`src/rtl/mdu_pkg.sv`:
```
// Shared definitions for the EX-stage ALU with multiply/divide:
// operation codes, FSM state encoding and an operation classifier.
package mdu_pkg;

  localparam logic [3:0] OP_ADD   = 4'd0;
  localparam logic [3:0] OP_SUB   = 4'd1;
  localparam logic [3:0] OP_AND   = 4'd2;
  localparam logic [3:0] OP_OR    = 4'd3;
  localparam logic [3:0] OP_XOR   = 4'd4;
  localparam logic [3:0] OP_NOR   = 4'd5;
  localparam logic [3:0] OP_SLT   = 4'd6;
  localparam logic [3:0] OP_SLTU  = 4'd7;
  localparam logic [3:0] OP_SLL   = 4'd8;
  localparam logic [3:0] OP_SRL   = 4'd9;
  localparam logic [3:0] OP_SRA   = 4'd10;
  localparam logic [3:0] OP_MULT  = 4'd11;
  localparam logic [3:0] OP_MULTU = 4'd12;
  localparam logic [3:0] OP_DIV   = 4'd13;
  localparam logic [3:0] OP_DIVU  = 4'd14;
  localparam logic [3:0] OP_NONE  = 4'd15;

  typedef enum logic [1:0] {
    S_IDLE = 2'd0,
    S_MUL  = 2'd1,
    S_DIV  = 2'd2
  } mduState_t;

  function automatic logic isMduOp(input logic [3:0] op);
    return (op >= OP_MULT) && (op <= OP_DIVU);
  endfunction

endpackage

```
`src/rtl/mdu_alu_if.sv`:
```
// Operand, control and result bundle between the EX-stage control and mdu_alu.
// start is sampled only while busy is low; done pulses for one cycle when HI/LO take a result.
interface mdu_alu_if import mdu_pkg::*; #(parameter int WIDTH = 32);

  logic [WIDTH-1:0] srcA;
  logic [WIDTH-1:0] srcB;
  logic [3:0]       aluOp;
  logic             start;
  logic             hiWe;
  logic             loWe;
  logic [WIDTH-1:0] aluResult;
  logic             equalAlu;
  logic             busy;
  logic             done;
  logic [WIDTH-1:0] hi;
  logic [WIDTH-1:0] lo;
  mduState_t        state;

  modport master (
    output srcA, srcB, aluOp, start, hiWe, loWe,
    input  aluResult, equalAlu, busy, done, hi, lo, state
  );

  modport slave (
    input  srcA, srcB, aluOp, start, hiWe, loWe,
    output aluResult, equalAlu, busy, done, hi, lo, state
  );

endinterface

```
`src/rtl/mdu_divider.sv`:
```
// Iterative restoring unsigned divider, one quotient bit per step.
// The load edge performs the first step, so WIDTH-1 further enabled edges complete it.
module mdu_divider #(
  parameter int WIDTH = 32
) (
  input  logic             clk,
  input  logic             reset,
  input  logic             load,
  input  logic             en,
  input  logic [WIDTH-1:0] dividend,
  input  logic [WIDTH-1:0] divisor,
  output logic [WIDTH-1:0] quotient,
  output logic [WIDTH-1:0] remainder
);

  logic [WIDTH-1:0]   remReg, quoReg, dvsReg;
  logic [2*WIDTH-1:0] loadStep, runStep;

  // Returns {nextRemainder, nextQuotient}; the quotient register doubles as the dividend shifter.
  function automatic logic [2*WIDTH-1:0] divStep(input logic [WIDTH-1:0] r,
                                                  input logic [WIDTH-1:0] q,
                                                  input logic [WIDTH-1:0] d);
    logic [WIDTH:0] sh, diff;
    sh   = {r, q[WIDTH-1]};
    diff = sh - {1'b0, d};
    if (!diff[WIDTH]) return {diff[WIDTH-1:0], q[WIDTH-2:0], 1'b1};
    else              return {sh[WIDTH-1:0],   q[WIDTH-2:0], 1'b0};
  endfunction

  assign loadStep = divStep('0, dividend, divisor);
  assign runStep  = divStep(remReg, quoReg, dvsReg);

  always_ff @(posedge clk or posedge reset) begin
    if (reset) begin
      remReg <= '0;
      quoReg <= '0;
      dvsReg <= '0;
    end else if (load) begin
      {remReg, quoReg} <= loadStep;
      dvsReg           <= divisor;
    end else if (en) begin
      {remReg, quoReg} <= runStep;
    end
  end

  assign quotient  = quoReg;
  assign remainder = remReg;

endmodule

```
`src/rtl/mdu_alu.sv`:
```
// EX-stage ALU: single-cycle integer ops plus a multi-cycle multiply/divide
// unit that owns the HI/LO registers and reports busy/done to pipeline control.
module mdu_alu import mdu_pkg::*; #(
  parameter int WIDTH      = 32,
  parameter int MUL_CYCLES = 5
) (
  input logic     clk,
  input logic     reset,
  mdu_alu_if.slave bus
);

  localparam int DIV_CYCLES = WIDTH;
  localparam int SH_W       = $clog2(WIDTH);
  localparam int MAX_CYC    = (MUL_CYCLES > DIV_CYCLES) ? MUL_CYCLES : DIV_CYCLES;
  localparam int CNT_W      = $clog2(MAX_CYC + 1);
  localparam logic [CNT_W-1:0] MUL_LAST = CNT_W'(MUL_CYCLES - 1);
  localparam logic [CNT_W-1:0] DIV_LAST = CNT_W'(DIV_CYCLES - 1);

  mduState_t          state, nextState;
  logic [CNT_W-1:0]   cnt;
  logic               launch, lastCycle, busy, doneReg;
  logic [WIDTH-1:0]   hiReg, loReg, aluRes;
  logic [SH_W-1:0]    shamt;
  logic               signedMul, signedDiv;
  logic [2*WIDTH-1:0] extA, extB, product, prodReg;
  logic [WIDTH-1:0]   absA, absB, dividendReg, uQuo, uRem;
  logic               negQ, negR, divZero;

  assign shamt = bus.srcA[SH_W-1:0];

  always_comb begin
    aluRes = '0;
    case (bus.aluOp)
      OP_ADD:  aluRes = bus.srcA + bus.srcB;
      OP_SUB:  aluRes = bus.srcA - bus.srcB;
      OP_AND:  aluRes = bus.srcA & bus.srcB;
      OP_OR:   aluRes = bus.srcA | bus.srcB;
      OP_XOR:  aluRes = bus.srcA ^ bus.srcB;
      OP_NOR:  aluRes = ~(bus.srcA | bus.srcB);
      OP_SLT:  aluRes = {{(WIDTH-1){1'b0}}, ($signed(bus.srcA) < $signed(bus.srcB))};
      OP_SLTU: aluRes = {{(WIDTH-1){1'b0}}, (bus.srcA < bus.srcB)};
      OP_SLL:  aluRes = bus.srcB << shamt;
      OP_SRL:  aluRes = bus.srcB >> shamt;
      OP_SRA:  aluRes = $unsigned($signed(bus.srcB) >>> shamt);
      default: aluRes = '0;
    endcase
  end

  always_ff @(posedge clk or posedge reset) begin
    if (reset) state <= S_IDLE;
    else       state <= nextState;
  end

  always_comb begin
    nextState = state;
    launch    = 1'b0;
    lastCycle = 1'b0;
    case (state)
      S_IDLE: if (bus.start && isMduOp(bus.aluOp)) begin
        launch    = 1'b1;
        nextState = (bus.aluOp == OP_MULT || bus.aluOp == OP_MULTU) ? S_MUL : S_DIV;
      end
      S_MUL: if (cnt == MUL_LAST) begin
        lastCycle = 1'b1;
        nextState = S_IDLE;
      end
      S_DIV: if (cnt == DIV_LAST) begin
        lastCycle = 1'b1;
        nextState = S_IDLE;
      end
      default: nextState = S_IDLE;
    endcase
  end

  assign busy = (state != S_IDLE);

  // The low 2*WIDTH bits of the extended product are correct for both signed and unsigned.
  assign signedMul = (bus.aluOp == OP_MULT);
  assign signedDiv = (bus.aluOp == OP_DIV);
  assign extA      = {{WIDTH{signedMul & bus.srcA[WIDTH-1]}}, bus.srcA};
  assign extB      = {{WIDTH{signedMul & bus.srcB[WIDTH-1]}}, bus.srcB};
  assign product   = extA * extB;
  assign absA      = (signedDiv && bus.srcA[WIDTH-1]) ? -bus.srcA : bus.srcA;
  assign absB      = (signedDiv && bus.srcB[WIDTH-1]) ? -bus.srcB : bus.srcB;

  mdu_divider #(.WIDTH(WIDTH)) u_div (
    .clk       (clk),
    .reset     (reset),
    .load      (launch),
    .en        (state == S_DIV),
    .dividend  (absA),
    .divisor   (absB),
    .quotient  (uQuo),
    .remainder (uRem)
  );

  always_ff @(posedge clk or posedge reset) begin
    if (reset) begin
      cnt         <= '0;
      doneReg     <= 1'b0;
      hiReg       <= '0;
      loReg       <= '0;
      prodReg     <= '0;
      dividendReg <= '0;
      negQ        <= 1'b0;
      negR        <= 1'b0;
      divZero     <= 1'b0;
    end else begin
      doneReg <= lastCycle;
      if (launch)    cnt <= '0;
      else if (busy) cnt <= cnt + 1'b1;
      if (launch) begin
        prodReg     <= product;
        dividendReg <= bus.srcA;
        negQ        <= signedDiv && (bus.srcA[WIDTH-1] ^ bus.srcB[WIDTH-1]);
        negR        <= signedDiv && bus.srcA[WIDTH-1];
        divZero     <= (bus.srcB == '0);
      end
      // mthi/mtlo land even on a launching edge; the finished op overwrites them later.
      if (lastCycle) begin
        if (state == S_MUL) begin
          {hiReg, loReg} <= prodReg;
        end else if (divZero) begin
          loReg <= '1;
          hiReg <= dividendReg;
        end else begin
          loReg <= negQ ? -uQuo : uQuo;
          hiReg <= negR ? -uRem : uRem;
        end
      end else if (!busy) begin
        if (bus.hiWe) hiReg <= bus.srcA;
        if (bus.loWe) loReg <= bus.srcA;
      end
    end
  end

  assign bus.aluResult = aluRes;
  assign bus.equalAlu  = (bus.srcA == bus.srcB);
  assign bus.busy      = busy;
  assign bus.done      = doneReg;
  assign bus.hi        = hiReg;
  assign bus.lo        = loReg;
  assign bus.state     = state;

endmodule

```
`src/flat_wrapper.sv`:
```
// flat-port wrapper written by rule: the top's interface ports become plain ports
module mdu_alu_flat import mdu_pkg::*;
#(
  parameter int WIDTH      = 32,
  parameter int MUL_CYCLES = 5
)
  (clk, reset, bus_srcA, bus_srcB, bus_aluOp, bus_start, bus_hiWe, bus_loWe, bus_aluResult, bus_equalAlu, bus_busy, bus_done, bus_hi, bus_lo, bus_state);
  mdu_alu_if #(.WIDTH(WIDTH)) bus_i ();
  input logic clk;
  input logic reset;
  input wire logic [$bits(bus_i.srcA)-1:0] bus_srcA;
  input wire logic [$bits(bus_i.srcB)-1:0] bus_srcB;
  input wire logic [$bits(bus_i.aluOp)-1:0] bus_aluOp;
  input wire logic [$bits(bus_i.start)-1:0] bus_start;
  input wire logic [$bits(bus_i.hiWe)-1:0] bus_hiWe;
  input wire logic [$bits(bus_i.loWe)-1:0] bus_loWe;
  output wire logic [$bits(bus_i.aluResult)-1:0] bus_aluResult;
  output wire logic [$bits(bus_i.equalAlu)-1:0] bus_equalAlu;
  output wire logic [$bits(bus_i.busy)-1:0] bus_busy;
  output wire logic [$bits(bus_i.done)-1:0] bus_done;
  output wire logic [$bits(bus_i.hi)-1:0] bus_hi;
  output wire logic [$bits(bus_i.lo)-1:0] bus_lo;
  output wire logic [$bits(bus_i.state)-1:0] bus_state;
  assign bus_i.srcA = bus_srcA;
  assign bus_i.srcB = bus_srcB;
  assign bus_i.aluOp = bus_aluOp;
  assign bus_i.start = bus_start;
  assign bus_i.hiWe = bus_hiWe;
  assign bus_i.loWe = bus_loWe;
  assign bus_aluResult = bus_i.aluResult;
  assign bus_equalAlu = bus_i.equalAlu;
  assign bus_busy = bus_i.busy;
  assign bus_done = bus_i.done;
  assign bus_hi = bus_i.hi;
  assign bus_lo = bus_i.lo;
  assign bus_state = bus_i.state;
  mdu_alu #(.WIDTH(WIDTH), .MUL_CYCLES(MUL_CYCLES)) u_core (.clk(clk), .reset(reset), .bus(bus_i));
endmodule
```
`config.mk`:
```
export PLATFORM = sky130hd
export DESIGN_NAME = mdu_alu_flat
export DESIGN_NICKNAME = d
export VERILOG_FILES = /design/src/rtl/mdu_pkg.sv /design/src/rtl/mdu_alu_if.sv /design/src/rtl/mdu_divider.sv /design/src/rtl/mdu_alu.sv /design/src/flat_wrapper.sv
export SDC_FILE = /design/constraint.sdc
export NUM_CORES = 2
export LEC_CHECK = 0
export CAP_MARGIN = 20
export CORE_ASPECT_RATIO = 1.2
export CORE_MARGIN = 10
export CORE_UTILIZATION = 45
export CTS_BUF_LIST = sky130_fd_sc_hd__clkbuf_8 sky130_fd_sc_hd__clkbuf_16
export CTS_CLUSTER_SIZE = 8
export DETAILED_ROUTE_END_ITERATION = 10
export HOLD_SLACK_MARGIN = 0.05
export PLACE_DENSITY = 0.61
export SYNTH_ARGS = -nofsm -noshare
export SYNTH_HDL_FRONTEND = slang
export SYNTH_HIERARCHICAL = 1
export SYNTH_SLANG_ARGS = --single-unit
```
`constraint.sdc`:
```
create_clock -name clk -period 29.8 [get_ports clk]
set_clock_uncertainty 0.2 [all_clocks]
set_input_delay 8.94 -clock clk [delete_from_list [all_inputs] [get_ports clk]]
set_output_delay 8.94 -clock clk [all_outputs]
set_load 0.005 [all_outputs]
```
==> results.toml <==
[cts]
clock_sinks = 268
postCtsResizedCells = 0
path_clk_slew_ps = 40
cts_buffer_depth = 3
clkLatencyLatePin_ps = 570
postCtsSetupRepairBufs = 0
tritoncts_clock_tree = "done"
tritoncts.num_buffers = 40
holdBufCountCts = 0
clock_tree_root = "clkbuf_16"
cts_htree_levels = 2

[worst_setup_path]
worst-endpoint-arrival_ps = 15000
rr_endpoint = "u_core/u_div/remainder[27]"
critical_path.n_buffers_inverters = 4
crit_fanout = 36
worstSetupEndpointType = "primary output"
cp_top_family = "buffers and inverters"
timing.critical_path.cells = "clkdlybuf4s50_1, buf_4, clkinv_1, ha_1, nor4_1, nand3b_1, nor2_1, o21ai_0, a2111oi_0, o22ai_1, nor2_1, nor2_1, o31a_1, o221ai_1, clkdlybuf4s50_1"
crit_path_max_incr_delay_ps = 950
endpoint_required_time_on_the_critical_path_ps = 20660
critical_path_type = "primary input to primary output"
critical_path.most_common_cell = "nor2_1"
reg2reg_slack_ps = 24990
startpoint = "bus_srcB[15]"
startpoint_type = "primary input"
ff2ff_path_depth = 12
cpMaxStageDelayCell = "a2111oi_0"
worst_r2r_startpoint = "u_core/bus.state[0]"

[sta]
post-route-period-util = 0.810
worst-slew-pin-transition_ps = 1210
time_the_final_worst_path_needs_with_i_o_delays_and_setup_ps = 24140
fmaxAchievable_mhz = 41.4
maxSlewViolCount = 0
slew_headroom = 0.192
setup_total_negative_slack_ps = 0
rsz0062_at_grt = "false"
final_hold_viol_count = 0
setup_violations = 0

[synthesis]
yosysWarningCount = 6
postSynthNetCount = 8899
synth-edff-count = 0
syn_inst = 7347
post_synth_instance_area_sq_um = 61600
synth.ff_latch_count = 268
netlist-cell-type-count = 96
async_flop_share = 1.00
synth-seq-area-share = 0.109
avgSynthCellArea_sq_um = 8.39
dominant_synthesized_flop_cell = "dfrtp_1"

[final_layout]
number_of_filler_instances_in_the_final_layout = 13300
area_delta_synth_final_pct = 7.11
seq_area_sq_um = 6710
multi_input_comb_area_sq_um = 48300
finalNetCount = 8787
post_route_cells_drive_above_1_share = 0.0471

[routing]
remaining_drc_errors = 0
drt_wl_total_mm = 266
routed_wire_length_per_instance_microns = 29.4
drt-initial-drc-count = 5912
total_iterations_of_the_first_detailed_routing_run = 6
vias_per_cell = 6.03
count_of_nets_left_with_antenna_violations_after_detail_routing = 0
detailroute.via_count = 54700

[global_routing]
grt_antenna_before_repair = 18
first_global_vias = 54900
gr-total-overflow = 0
grt_start_max_net_pins = 105
grt_use_total = 0.347
grt_pass1_wl_mm = 387

[place]
dp_hpwl_mm = 209
gpl.final_weighted_congestion = 1.03
port_buffers = 173

[worst_hold_path]
min_path_type = "flip-flop to flip-flop"
hold_path_end = "u_core/dividendReg[31]"
worstHoldStart = "u_core/dividendReg[31]"
holdPathStages = 2

[floorplanning]
fp.coreArea_sq_um = 136000
pin_count = 174
die_height_microns = 425
floorplan.die_area_sq_um = 152000
row_count = 148
die_span_x_microns = 358
start_util = 0.454

[outcome]
outcome = "finished clean"

[job]
max_cap_violations = 0
-- synth_stat cells, types with 28 or more instances --
cell / number / area [sq um]
o211ai_1: 39 / 293
nand4_1: 32 / 200
fa_1: 1128 / 22600
mux2i_1: 162 / 1620
buf_1: 115 / 432
ha_1: 351 / 4390
a21oi_1: 343 / 1720
nand3_1: 64 / 320
nand2_1: 1085 / 4070
a31oi_1: 31 / 194
inv_1: 1263 / 4740
nor3_1: 41 / 205
nor2_1: 708 / 2660
nand2b_1: 31 / 194
o31ai_1: 42 / 315
a211oi_1: 69 / 518
mux4_2: 28 / 631
xnor2_1: 145 / 1270
clkbuf_1: 349 / 1310
nor4_1: 46 / 288
dfrtp_1: 268 / 6710
xor2_1: 83 / 727
o21ai_0: 388 / 1940
a21o_1: 50 / 375
a221oi_1: 32 / 280
-- metrics by stage --
stage | utilization | setup slack, ps | hold slack, ps | std cells | cell area, sq um
6_report | 0.486 | 5660 | 280 | 9066 | 66000
5_1_grt | 0.486 | 5480 | 303 | 9053 | 66000
4_1_cts | 0.485 | 5800 | 281 | 9040 | 65900
3_5_place_dp | 0.477 | 5820 | 268 | 8989 | 64800
3_3_place_gp | 0.477 | 5820 | 262 | 8989 | 64800
2_1_floorplan | - | 7420 | 239 | 7347 | 61600
-- tightest hold or removal path, cell delays in order, from the launching register on --
cell	delay (ps)
dfrtp_1	340
nand2_1	50
o21ai_0	60
-- sequential cells by signal (all words and copies together), names as in the netlist --
| signal | cells |
|---|---|
| u_core/prodReg | 64 |
| u_core/bus.hi | 32 |
| u_core/bus.lo | 32 |
| u_core/dividendReg | 32 |
| u_core/u_div/dvsReg | 32 |
| u_core/u_div/quotient | 32 |
| u_core/u_div/remainder | 32 |
| u_core/cnt | 6 |
| u_core/bus.state | 2 |
| u_core/bus.done | 1 |
| u_core/divZero | 1 |
| u_core/negQ | 1 |
| u_core/negR | 1 |
-- how the worst max path moves through the flow --
| stage | slack [ps] | end | cells past startpoint |
|---|---|---|---|
| 2_1_floorplan | 7420 | bus_aluResult[24] | 18 |
| 5_1_grt | 5480 | bus_aluResult[29] | 15 |
| 6_report | 5660 | bus_aluResult[29] | 15 |
| 3_5_place_dp | 5820 | bus_aluResult[24] | 15 |
| 3_3_place_gp | 5820 | bus_aluResult[24] | 15 |
| 4_1_cts | 5800 | bus_aluResult[24] | 15 |
-- layout by cell type, fill, tap and decap left out, types with 21 or more instances in the layout --
cell type,synthesis,layout
clkbuf_16,0,43
a31oi_1,31,30
a2bb2oi_1,26,26
o21ai_0,388,387
nand2_1,1085,1080
a221oi_1,32,32
o211ai_1,39,39
nor2_1,708,707
nand4_1,32,32
o41ai_1,23,23
o31ai_1,42,42
dfrtp_1,268,267
o21bai_1,21,21
a211oi_1,69,69
o22ai_1,27,27
a21oi_1,343,343
ha_1,351,349
inv_1,1263,1262
mux2i_1,162,162
fa_1,1128,1128
buf_4,0,151
nor2b_1,22,22
diode_2,0,22
buf_2,10,37
a21o_1,50,50
nor3_1,41,36
xor2_1,83,83
nand3_1,64,64
xnor2_1,145,145
clkdlybuf4s50_1,0,134
nor4_1,46,44
mux4_2,28,28
or3_1,27,27
nand2b_1,31,31
-- cells by family after synthesis --
| kind of cell | count (synthesis) | synth area share |
|---|---|---|
| adders and majority gates | 1479 | 0.438 |
| DFF | 268 | 0.109 |
| muxes | 202 | 0.0387 |
| xor gates and xnor gates | 229 | 0.0328 |
| buffers and inverters | 1765 | 0.109 |
| AOI/OAI and AO/OA | 1263 | 0.129 |
| and+or+nand+nor | 2141 | 0.144 |
-- layout make-up --
| cell class | count | share of cell area |
|---|---|---|
| inverter | 1286 | 0.0733 |
| antenna | 22 | 0.000834 |
| clock inverter | 6 | 0.000550 |
| multi-input combinational | 5314 | 0.732 |
| clock buffer | 45 | 0.0165 |
| tap | 1800 | 0.0341 |
| sequential | 268 | 0.102 |
| timing repair buffer | 325 | 0.0410 |
-- per-layer routing --
layer	vias to the layer above	track usage	share of wire
li1	23000	-	-
met5	-	0	0.00030
met2	3188	0.530	0.45
met1	27700	0.433	0.37
met3	755	0.0802	0.10
met4	10	0.239	0.085
Power is left out: the tool's default activity adds up to more than one toggle a clock period on the data nets, which glitch-free logic cannot reach.
